### src/rtl/event_enc_pkg.sv
// Shared constants, FSM encoding and helpers for the 8-to-3 event encoder.
package event_enc_pkg;

    localparam int N_EV  = 8;
    localparam int IDX_W = 3;

    localparam logic [7:0] DROP_MAX = 8'hFF;

    // IDLE: output register empty; HOLD: output register holds an event.
    typedef enum logic {
        IDLE = 1'b0,
        HOLD = 1'b1
    } state_t;

    // One-hot line for a binary index (same mapping as the 3-to-8 decoder).
    function automatic logic [N_EV-1:0] idx_to_onehot(input logic [IDX_W-1:0] idx);
        logic [N_EV-1:0] oh;
        oh      = '0;
        oh[idx] = 1'b1;
        return oh;
    endfunction

endpackage

### src/rtl/prio_enc8.sv
// Combinational 8-to-3 priority encoder; index is 0 when no bit is set.
module prio_enc8
    import event_enc_pkg::*;
#(
    parameter int LOW_FIRST = 1
) (
    input  logic [N_EV-1:0]  req,
    output logic [IDX_W-1:0] idx,
    output logic             any
);

    assign any = |req;

    // Scan so that the winning bit is the last one assigned.
    always_comb begin
        // NOTE: default first so every path assigns idx and no latch is inferred.
        idx = '0;
        for (int i = 0; i < N_EV; i++) begin
            if (LOW_FIRST != 0) begin
                if (req[N_EV-1-i]) idx = IDX_W'(N_EV - 1 - i);
            end else begin
                if (req[i]) idx = IDX_W'(i);
            end
        end
    end

endmodule

### src/rtl/event_encoder8_3.sv
// Sequential 8-to-3 priority event encoder: captures event pulses into a
// pending mask and emits one index per event over a valid/ready handshake.
module event_encoder8_3
    import event_enc_pkg::*;
#(
    parameter int LOW_FIRST = 1
) (
    input  logic             clk,
    input  logic             rst,
    input  logic [N_EV-1:0]  req_in,
    output logic [IDX_W-1:0] out_idx,
    output logic             out_valid,
    input  logic             out_ready,
    output logic [N_EV-1:0]  pending,
    output logic             overflow,
    output logic [7:0]       drop_cnt
);

    state_t           state;
    logic             load;
    logic [IDX_W-1:0] enc_idx;
    logic             enc_any;
    logic [N_EV-1:0]  clr;
    logic [N_EV-1:0]  kept;
    logic [N_EV-1:0]  dup;

    prio_enc8 #(
        .LOW_FIRST(LOW_FIRST)
    ) u_prio (
        .req(pending),
        .idx(enc_idx),
        .any(enc_any)
    );

    assign out_valid = (state == HOLD);
    assign load      = !out_valid || out_ready;

    // Pick the bit leaving pending this edge and flag requests that collide.
    always_comb begin
        clr = '0;
        if (load && enc_any) clr = idx_to_onehot(enc_idx);
        kept = pending & ~clr;
        // A request for the bit being cleared, or for the held index, is a
        // fresh event; only a bit still pending after the clear is lost.
        dup  = req_in & kept;
    end

    // Pending mask, output register/FSM, overflow pulse and drop counter.
    always_ff @(posedge clk or posedge rst) begin
        if (rst) begin
            state    <= IDLE;
            out_idx  <= '0;
            pending  <= '0;
            overflow <= 1'b0;
            drop_cnt <= '0;
        end else begin
            // NOTE: non-blocking so every register samples pre-edge values.
            pending  <= kept | req_in;
            overflow <= |dup;
            if (|dup && drop_cnt != DROP_MAX) drop_cnt <= drop_cnt + 8'd1;
            if (load) begin
                if (enc_any) begin
                    out_idx <= enc_idx;
                    state   <= HOLD;
                end else begin
                    state   <= IDLE;
                end
            end
        end
    end

endmodule

### config.mk
export PLATFORM = sky130hd
export DESIGN_NAME = event_encoder8_3
export DESIGN_NICKNAME = d
export VERILOG_FILES = /design/src/rtl/event_enc_pkg.sv /design/src/rtl/prio_enc8.sv /design/src/rtl/event_encoder8_3.sv
export SDC_FILE = /design/constraint.sdc
export NUM_CORES = 1
export LEC_CHECK = 0
export BUFFER_PORTS_ARGS = -buffer_cell sky130_fd_sc_hd__buf_2
export CAP_MARGIN = 20
export CORE_AREA = 2 2 49 51
export CTS_BUF_LIST = sky130_fd_sc_hd__clkbuf_8
export CTS_CLUSTER_SIZE = 24
export DETAILED_ROUTE_END_ITERATION = 16
export DIE_AREA = 0 0 51 53
export PLACE_DENSITY_LB_ADDON = 0.05
export SYNTH_ARGS = -nofsm -noshare
export SYNTH_HDL_FRONTEND = slang
export SYNTH_SLANG_ARGS = --single-unit
### constraint.sdc
create_clock -name clk -period 3.5 [get_ports clk]
set_input_delay 0.875 -clock clk [delete_from_list [all_inputs] [get_ports clk]]
set_output_delay 0.875 -clock clk [all_outputs]
set_load 0.05 [all_outputs]
[After elaboration in Yosys (flattened, before gate mapping)]
Index checks and enable logic that the tools add are counted.
Cells by class
  add/subtract/negate cells: 1
  magnitude comparators: 2
  eq/ne operators: 1
  muxes and demuxes: 12
  bitwise logic cells: 4
  reduce and logical (&&, ||, !) cells: 8
Operators with widths (number)
  3-bit two-way mux: 8
  8-bit AND: 2
  8-bit OR reduction: 2
  8-bit by 1-bit adder with 8-bit output (second input constant): 1
  8-bit two-way mux: 1
  8-bit != test (second input constant): 1
  8-bit inverter: 1
  8-bit bitwise OR: 1
  3-bit by 4-bit < comparator with 1-bit output (second input constant): 1
  1-bit demux with 3-bit select: 1
  3-bit by 1-bit >= comparator with 1-bit output (second input constant): 1
  1-bit logical AND: 3
  1-bit two-way mux: 2
  2-bit AND reduction: 1
  1-bit logical NOT: 1
  1-bit logical OR: 1
Storage, ports and cells
  flip-flop bits (word level): 21
  input port bits: 11

[Depth between registers and ports, before layout]
Gate-level depths: netlist (run 1).
  word-level depth: 18
  gate-level depth with buffers: 8
  depth with buffers taken out: 7

[Modules after synthesis]
Synthesis (run 1) repeated with hierarchy kept, for this count alone.
Unflattened totals
  cell total of the unflattened synthesis: 102
  area total of the unflattened synthesis: 1063.5 µm²
Modules (own cells, without submodules)
  event_encoder8_3: times used 1, cells each 89, area each 982.2 µm²
  prio_enc8: times used 1, cells each 13, area each 81.3 µm²

[Worst setup path before layout (run 1)]
Ideal clock, no wire load.
  path kind: flip-flop to flip-flop
  start: register pending[3]
  end: register drop_cnt[1]
  setup time: 0.125 ns
  data arrival time: 2.547 ns
  required time: 3.375 ns
  slack: 0.828 ns
  cell stages (with the launch flop): 8
  buffers on the path: 1
  clock period less this slack: 2.672 ns
  path through: dfrtp_1 > or4_4 > nor4b_2 > or2b_1 > a311o_1 > buf_6 > nand2_4 > mux2_4
Between the ends
  longest elaborated chain between the ends: 14
RTL lines
  start: declaration: line event_encoder8_3.sv:14  | output logic [N_EV-1:0] pending,
  start signal: assignment: line event_encoder8_3.sv:58  | pending <= kept | req_in;
  3-bit two-way mux (4 in series): line prio_enc8.sv:20  | if (req[N_EV-1-i]) idx = IDX_W'(N_EV - 1 - i);
  3-bit by 4-bit < comparator with 1-bit output (not written as such) or 3-bit by 1-bit >= comparator with 1-bit output (tied branches): line event_enc_pkg.sv:19  | oh[idx] = 1'b1;
  1-bit logical AND (not written as such): line event_enc_pkg.sv:19
  1-bit two-way mux (not written as such): line event_enc_pkg.sv:19
  1-bit demux with 3-bit select: line event_enc_pkg.sv:19
  8-bit two-way mux: line event_encoder8_3.sv:41  | if (load && enc_any) clr = idx_to_onehot(enc_idx);
  8-bit inverter: line event_encoder8_3.sv:42  | kept = pending & ~clr;
  8-bit AND *: line event_encoder8_3.sv:42
  8-bit AND *: line event_encoder8_3.sv:45  | dup = req_in & kept;
  8-bit OR reduction *: line event_encoder8_3.sv:60  | if (|dup && drop_cnt != DROP_MAX) drop_cnt <= drop_cnt + 8'd1;
  1-bit logical AND *: line event_encoder8_3.sv:60
  end signal: assignment: line event_encoder8_3.sv:60
  end: declaration: line event_encoder8_3.sv:16  | output logic [7:0] drop_cnt
Every way passes the cells marked *; elsewhere a longest branch is shown, timed or not.
A chain may end at the register's enable or synchronous reset.

[Worst setup path after layout (run 1)]
Ends and elaborated chain as after synthesis.

==> results summary, run 1 <==
The flow ran to the end, and the final reports show no timing, DRC or antenna violations. The area occupied by registers is 526 µm². For this run the aggregate overflow at the end of global routing stands at 0.

The number of global-route vias before repair is 827. The max-slew violation total from the final report is 0. For this run, the total global-route usage over all layers was measured as 17.9%. The detailed-router iteration count before antenna repair came out at 4.

The shortest clock period the worst path allows after layout is 2620 ps. The net switching share of the total power is 44.4%. Buffers inserted during clock tree synthesis total 3. After routing, the total negative slack on setup checks comes to 0 ps. The commonest cells after synthesis are sky130_fd_sc_hd__dfrtp_1 (21), sky130_fd_sc_hd__a21oi_1 (9), sky130_fd_sc_hd__nand2_1 (8), sky130_fd_sc_hd__nor2_1 (8), sky130_fd_sc_hd__nand3_1 (7). TritonCTS built the clock tree.

The number of buffers added for setup after CTS is 0. The internal power is 0.000491 W. Sequential cells were found to cover 49.6% of the synthesized design area. The highest fanout seen on the critical path came out at 9. After detailed routing, the average wire length per cell comes to 12.4 µm. The number of synthesis warnings is 0. On the worst path, the slowest cell contributes a delay of 600 ps. The proportion of synthesized flip-flops having asynchronous set or reset came out at 100%. Summed over its instances, the top area cell type makes up 49.6% of the synthesized netlist area. The max-cap violation count came out at 0.

In this run, synthesis inferred 0 flip-flops with an integrated enable. The die extent in x came out at 51 µm. The synthesized cell area came out at 1060 µm². The switching power of the nets came out at 0.000391 W. The combinational cell fraction of total power is 43.1%. The synthesized flop and latch total came out at 21. The boundary pin count is 32.

The floorplan step defined a die boundary enclosing 2700 µm². The number of design-rule violations left by the first detailed-router iteration came out at 11. At the pin with the least slew margin, the transition time is 773 ps.

STA classifies the critical path startpoint as a register. The overall via count from detail_route came out at 894. The clock drives 21 sinks.

The deepest clock path buffer count is 2. The detailed-route vias per instance is 5.42. The per-instance average area after synthesis came out at 10.2 µm². The required time at the worst-slack endpoint is 3650 ps.

OpenSTA, run right after detailed placement, puts the worst setup slack at 686 ps. The layout has 204 filler cells. The net count after synthesis is 116.

The total number of H-tree levels came out at 1. Grouping stages by cell kind, the critical path spends the most delay in simple AND/OR/NAND/NOR gates. After layout, the worst setup slack is 883 ps.

The net count reported at finish came out at 150. Compared with the post-synthesis result, the final layout area differs by 20.8%. For this run, design rule violations remaining after detail routing come to 0.

The utilization of the core after routing is 59.5%. The kind of critical path is reg -> reg. Walking the worst path, the cells encountered are or4_4 > nor4b_2 > a21boi_2 > o221ai_1 > a311o_1 > nand2_4 > mux2_4.

The most common cell in the synthesized netlist is sky130_fd_sc_hd__dfrtp_1. The number of hold-slack violations in the final timing report is 0. The global-route wire length before repair came out at 3530 µm.

The worst clock skew came out at 1.03 ps. The wire-length estimate of the detail-placed layout is 1550 µm. The part of the cycle the worst path needs is 74.8%.

The worst slew margin relative to its limit is 48.4%. Setup violations remaining at the end of the flow were counted as 0. Buffers placed on the I/O ports in this run total 31.

The number of buffer and inverter stages on the critical path came out at 0. The clock network latency to the later pin of the worst-skew pair came out at 260 ps. The clock input transition at the sequential cells of the worst setup and hold paths came out at 70 ps. The leading area contributor after synthesis is sky130_fd_sc_hd__dfrtp_1. The final weighted congestion in routability-driven placement is 0.800.

In this run the static leakage power is 0.566 nW. The largest individual stage delay along the critical path comes from the cell sky130_fd_sc_hd__or4_4. STA classifies the critical path endpoint as a register.

The fraction of layout cells with a size suffix above 1 is 29.2%. The netlist uses 36 different library cells. The peak clock frequency supported by timing came out at 382 MHz. The area inside the core boundary came out at 2150 µm². The clock power share came out at 17.5%.

The largest net degree at the start of global routing is 22. The overall die height is 53 µm. The power share of the sequential group is 39.4%. The quantity of hold-fixing buffers added after cts came out at 0. In this run the remaining antenna-violating nets after routing total 0.

The antenna diode instance count came out at 0. Setup repair after global routing left no endpoint under its margin. The total power density per cell area is 690 nW/µm². Among all flip-flop cells after synthesis, the most frequent one is sky130_fd_sc_hd__dfrtp_1. The starting density of the core came out at 49.3%.

The non-filler instance count after layout is 165. The number of gates given a new drive strength after cts came out at 0. The synthesized netlist cell count came out at 104. The worst path arrival time is 2760 ps. The worst ir drop on vdd came out at 0.000554 V. CTS placed an instance of sky130_fd_sc_hd__clkbuf_8 at the clock tree root. The post-route total power is 0.000882 W. The count of placed standard cells including taps is 161. The post-detailed-routing wire length is 2050 µm. The floorplan has 17 rows. The area taken by multi-input logic gates is 503 µm². Ranked by total cell area, the synthesized netlist is headed by sky130_fd_sc_hd__dfrtp_1 (50%), sky130_fd_sc_hd__a21oi_1 (4.3%), sky130_fd_sc_hd__nand3_1 (3.3%), sky130_fd_sc_hd__xnor2_1 (3.3%), sky130_fd_sc_hd__a21o_1 (2.8%).

The initial antenna violation count is 0. The path class of the tightest hold or removal check is reg -> reg.
[power by group through the flow]
stage          Combinational, W  Clock [W]  Sequential (W)
3_3_place_gp           0.000381          0        0.000350
6_report               0.000380   0.000154        0.000348
4_1_cts                0.000385   0.000159        0.000347
2_1_floorplan          0.000130          0        0.000519
5_1_grt                0.000408   0.000170        0.000358
3_5_place_dp           0.000384          0        0.000351
[final cells by class]
| type | instances | area share [%] |
|---|---|---|
| multi-input combinational | 77 | 39.3 |
| clock inverter | 1 | 0.294 |
| inverter | 4 | 1.17 |
| timing repair buffer | 31 | 12.1 |
| clock buffer | 3 | 3.23 |
| sequential | 21 | 41.1 |
| tap | 28 | 2.74 |
[cells by family (layout without fill, tap and decap cells)]
group           Yosys count  after routing  share of synthesized area (%)
fa+ha+maj                 1              1                           1.18
buf+inv                   6             39                           2.84
simple gates             40             40                           21.3
compound gates           30             30                           19.3
xor+xnor                  4              4                           3.31
flops                    21             21                           49.6
mux                       2              2                           2.48
[sequential cells by signal, summed over array words and instances, names as in the netlist]
name and cells:
out_idx 3, pending 8, overflow 1, out_valid 1, drop_cnt 8
[metal layers]
| metal | vias to the layer above | routed length, µm | global-route usage, % |
|---|---|---|---|
| met5 | - | 0 | 0 |
| met4 | 0 | 24 | 8.11 |
| met3 | 4 | 93 | 3.39 |
| met2 | 25 | 1050 | 32.3 |
| met1 | 423 | 881 | 20.4 |
| li1 | 442 | - | - |
[worst register-to-register path, stage by stage (launching register included)]
cell,delay [ps]
sky130_fd_sc_hd__dfrtp_1,440
sky130_fd_sc_hd__or4_4,600
sky130_fd_sc_hd__nor4b_2,250
sky130_fd_sc_hd__a21boi_2,220
sky130_fd_sc_hd__o221ai_1,130
sky130_fd_sc_hd__a311o_1,430
sky130_fd_sc_hd__nand2_4,140
sky130_fd_sc_hd__mux2_4,300
[final timing paths]
check	start	endpoint	slack (ps)	cells after the start
min	out_idx[0]	out_idx[0]	510	1
max reg2reg	pending[3]	drop_cnt[1]	880	7
min in group asynchronous	rst	out_idx[2]	750	2
min reg2reg	out_idx[0]	out_idx[0]	510	1
max	pending[3]	drop_cnt[1]	880	7
max in group asynchronous	rst	pending[1]	2270	2
[metrics by stage]
stage	hold WS, ps	area, µm²
after global routing	529	1280
final	506	1280
after global placement	485	1230
after detailed placement	490	1230
after CTS	509	1280
after floorplan	785	1060
[cells in the final DEF (no fill, tap or decap), types with 2 or more instances in the layout]
master,count
sky130_fd_sc_hd__clkbuf_8,3
sky130_fd_sc_hd__inv_1,5
sky130_fd_sc_hd__nor2b_1,2
sky130_fd_sc_hd__a21oi_1,9
sky130_fd_sc_hd__a22o_1,2
sky130_fd_sc_hd__and3_1,3
sky130_fd_sc_hd__nor2_1,8
sky130_fd_sc_hd__nand2_1,8
sky130_fd_sc_hd__dfrtp_1,21
sky130_fd_sc_hd__or3_1,2
sky130_fd_sc_hd__xnor2_1,4
sky130_fd_sc_hd__o21ai_0,4
sky130_fd_sc_hd__buf_2,31
sky130_fd_sc_hd__a31oi_1,2
sky130_fd_sc_hd__nand3_1,7
sky130_fd_sc_hd__a21o_1,4
sky130_fd_sc_hd__nand2b_1,3
No activity file was read; power rests on OpenSTA's default activity.
==> inputs of run 2 (changes only) <==
Settings changed: ABC_AREA from default to 1, CORE_AREA 2 2 49 51 to 2 2 53 55, DIE_AREA 0 0 51 53 to 0 0 55 57.
Clock period 3.5 ns to 2.2 ns, I/O delays scaled along.
==> run 2 against run 1 <==
Sequential power rose by 59%. Critical path type unchanged. Largest power group unchanged. Critical endpoint is now drop_cnt[3]. Hold slack got worse by 210 ps. Cell count rose by 27%. Combinational power rose by 63%.
==> results summary, run 2 <==
The number of synthesized flops with an enable pin is 0. The total of buffers placed on input and output ports is 31. The worst setup path is captured at a register. The synthesized-area fraction occupied by and/or/nand/nor cells came out at 35.3%. The number of hold-slack violations in the final timing report is 0.

The net count after synthesis came out at 155. The required time at the worst-slack endpoint is 2400 ps. In the post-synthesis netlist, the biggest area contributors are sky130_fd_sc_hd__dfrtp_1 (45%), sky130_fd_sc_hd__nand2_1 (12%), sky130_fd_sc_hd__nand3_1 (6.8%), sky130_fd_sc_hd__inv_1 (4.8%), sky130_fd_sc_hd__nand2_4 (3.9%).

The overall via count from detail_route is 1,034. The number of cell instances on the worst register-to-register path came out at 13. The placed wire-length estimate came out at 1840 µm.

For the pin with the worst max-slew slack, the measured transition is 418 ps. The boundary pin count came out at 32. The final layout contains 192 nets.

The shortest clock period the worst path allows after layout is 1730 ps. The summed negative setup slack over all endpoints came out at 0 ps. Ranked by instance count, the synthesized netlist is headed by sky130_fd_sc_hd__nand2_1 (38), sky130_fd_sc_hd__dfrtp_1 (21), sky130_fd_sc_hd__nand3_1 (16).

Power spread over the standard cell area amounts to 1010 nW/µm². The peak clock frequency supported by timing is 577 MHz. The post-synthesis share of cell area spent on xor and xnor gates came out at 4.49%. The post-route antenna net violation count came out at 0.

The first global-routing pass estimated 3980 µm of wire. The clock tree from TritonCTS is done. TritonCTS created 3 clock buffers. The clock network latency to the later pin of the worst-skew pair is 260 ps. The portion of synthesized area spent on multiplexers is 0%. For this run, the leading register cell type out of synthesis is sky130_fd_sc_hd__dfrtp_1.

The worst path arrival time is 1930 ps. The number of synthesis warnings came out at 0. The initial utilization of the core area, before any placement, comes to 44.7%. The run finished with clean final reports.

The row count came out at 19. By instance count, the leading cell after synthesis is sky130_fd_sc_hd__nand2_1. The element type at the critical path start is a register. The area added between synthesis and finish is 21.2%. Summing the areas of all compound-gate instances in the mapped netlist gives 7.06% of the synthesized area. Of all cell types, the one taking the most synthesized area is sky130_fd_sc_hd__dfrtp_1. Gates resized during post-CTS repair numbered 0. The min-delay analysis places its worst path in the category in -> async. The leftover overflow at the end of global routing came out at 0. The die is 55 µm wide. The worst slew margin relative to its limit came out at 72.1%. The tool flagged a number of max-cap violations equal to 0. The number of sinks driven by the clock tree came out at 21. The per-instance average area after synthesis is 8.18 µm². The number of fillers in the final layout is 276. The largest registers in the layout are drop_cnt: 8 flops, pending: 8 flops, out_idx: 3 flops. The synthesized design contains 21 register bits. The number of setup buffers added after CTS is 0. The most numerous cell type found on the critical path is sky130_fd_sc_hd__nand2_1. The post-detailed-route DRC marker count came out at 0. The signal on the critical path passes through nor2_2 > o21ai_0 > nor2_1 > nand2_1 > inv_1 > nand2_2 > nand3_1 > nand2_2 > nor2_4 > nand2_4 > nand2_4 > nand2_1 > nand2_1.

Setup repair after global routing left no endpoint under its margin. The max-slew violation total from the final report came out at 0. The floorplan step defined a core boundary enclosing 2620 µm². The mapped netlist covers 1170 µm².

The longest individual stage delay on the worst path came out at 430 ps. The antenna diode instance count is 0. The library cells used most frequently in the layout, excluding fill and tap cells, are sky130_fd_sc_hd__nand2_1 (38), sky130_fd_sc_hd__buf_2 (31), sky130_fd_sc_hd__dfrtp_1 (21). The top cell type by area accounts for 44.9% of the synthesized area. The initial antenna violation count came out at 0. Leaving out fill and tap cells, the most frequent cell in the layout is sky130_fd_sc_hd__nand2_1. The first routing iteration left 14 violations. In the final routed layout, each cell accounts on average for 11.2 µm.

Buffers inserted to repair hold after CTS numbered 0. IR analysis of the VDD net gives a maximum drop of 0.000708 V. The highest fanout seen on the critical path is 10. The share of the Yosys chip area taken by registers is 44.9%. By startpoint and endpoint, the worst setup path is classified as reg -> reg. The post-route netlist has 33.0% of its cells at a drive strength greater than 1. The die footprint is 3140 µm². The detailed-router iteration count before antenna repair came out at 4. The worst-case register-to-register setup slack is 470 ps.

In this run the number of H-tree levels came out at 1. For this design, the slowest cell found on the critical path is sky130_fd_sc_hd__dfrtp_1. Summed over all layers, the routed wires come to 2350 µm. The part of the cycle the worst path needs came out at 78.8%. The worst reg2reg path startpoint is pending[5].

The proportion of synthesized flip-flops having asynchronous set or reset came out at 100%. After synthesis, the largest family of logic cells by area is simple AND/OR/NAND/NOR gates. The synthesized netlist cell count came out at 143. Dividing the detail-routed via count by the number of cells gives 4.92. The largest net degree at the start of global routing came out at 22.

Counting along the longest clock path gives a buffer depth of 2. The clock input transition at the sequential cells of the worst setup and hold paths is 80 ps. Setup violations remaining at the end of the flow were counted as 0. The overall die height came out at 57 µm.

The number of global-route vias before repair came to 955. In this run the static leakage power is 0.772 nW. Across the routed clock network, the largest skew measured is 3.85 ps. The utilization of the core after routing is 54.2%. The tree is rooted in a sky130_fd_sc_hd__clkbuf_8. The count of distinct cell types in the synthesized netlist is 23. The congestion estimate from routability-driven global placement came to 0.743. The worst register-to-register path ends at drop_cnt[3].

The synthesized netlist devotes 1.07% of its cell area to adder and majority cells. The global routing usage summed across all routing layers came out at 17.4%.
==> run 2: changes by cell type after synthesis, moves of 3 or more <==
cell                       delta
sky130_fd_sc_hd__nand2_2      +7
sky130_fd_sc_hd__inv_1       +11
sky130_fd_sc_hd__nand2_4      +3
sky130_fd_sc_hd__xor2_1       +3
sky130_fd_sc_hd__and3_1       -3
sky130_fd_sc_hd__nand3_1      +9
sky130_fd_sc_hd__a21oi_1      -7
sky130_fd_sc_hd__inv_2        +4
sky130_fd_sc_hd__nand2_1     +30
sky130_fd_sc_hd__nand2b_1     -3
==> run 2: kinds of logic (layout without fill, tap and decap cells) <==
| family | after synthesis | in the layout |
|---|---|---|
| flip-flops | 21 | 21 |
| adder cells (fa/ha/maj) | 1 | 1 |
| XOR/XNOR | 6 | 6 |
| AND/OR/NAND/NOR | 81 | 81 |
| buffers and inverters | 21 | 57 |
| AO/OA/AOI/OAI | 13 | 13 |
==> run 2: critical path: cells and delay by family, from the launching register on <==
kind                   cells  cell delay [ps]
AND/OR/NAND/NOR           11             1040
flip-flops                 1              430
AO/OA/AOI/OAI              1              130
buffers and inverters      1               60
==> run 2: layer usage <==
layer	part of all wire (%)	GRT usage, %	vias up
met5	0	0	-
met4	1.6	8.36	0
met3	3.5	2.36	4
met2	50	28.4	20
met1	45	22.3	485
li1	-	-	525
==> run 2: report_power, final <==
| group | total [W] | internal, W | switching (W) |
|---|---|---|---|
| Combinational | 0.000618 | 0.000182 | 0.000436 |
| Sequential | 0.000555 | 0.000462 | 0.0000927 |
| Clock | 0.000255 | 0.000126 | 0.000129 |
==> run 2: worst max-delay path by stage <==
| stage | start | to | cells past startpoint | slack [ps] |
|---|---|---|---|---|
| final | pending[5] | drop_cnt[3] | 13 | 470 |
| after CTS | pending[0] | drop_cnt[7] | 12 | 440 |
| after global placement | out_ready | drop_cnt[7] | 13 | 300 |
| after floorplan | pending[3] | drop_cnt[3] | 14 | 340 |
| after global routing | pending[5] | drop_cnt[7] | 13 | 260 |
| after detailed placement | out_ready | drop_cnt[7] | 13 | 280 |
==> run 2: metrics by stage <==
step | std cells | setup WS, ps | power [W] | area, µm² | hold slack [ps]
floorplan | 143 | 341 | 0.00105 | 1170 | 527
global placement | 206 | 301 | 0.00118 | 1370 | 463
detailed placement | 206 | 279 | 0.00119 | 1370 | 474
CTS | 210 | 444 | 0.00145 | 1420 | 302
global route | 210 | 263 | 0.00151 | 1420 | 354
finish | 210 | 467 | 0.00143 | 1420 | 296
==> run 2: final cells by class <==
cell class              instances  area [µm²]  share of cell area, %
flip-flops and latches         21         526                   37.1
clock inverters                 1        5.00                  0.353
repair buffers                 32         163                   11.5
multi-input cells             101         561                   39.5
inverters                      21        83.8                   5.91
clock buffers                   3        41.3                   2.91
well taps                      31        38.8                   2.74
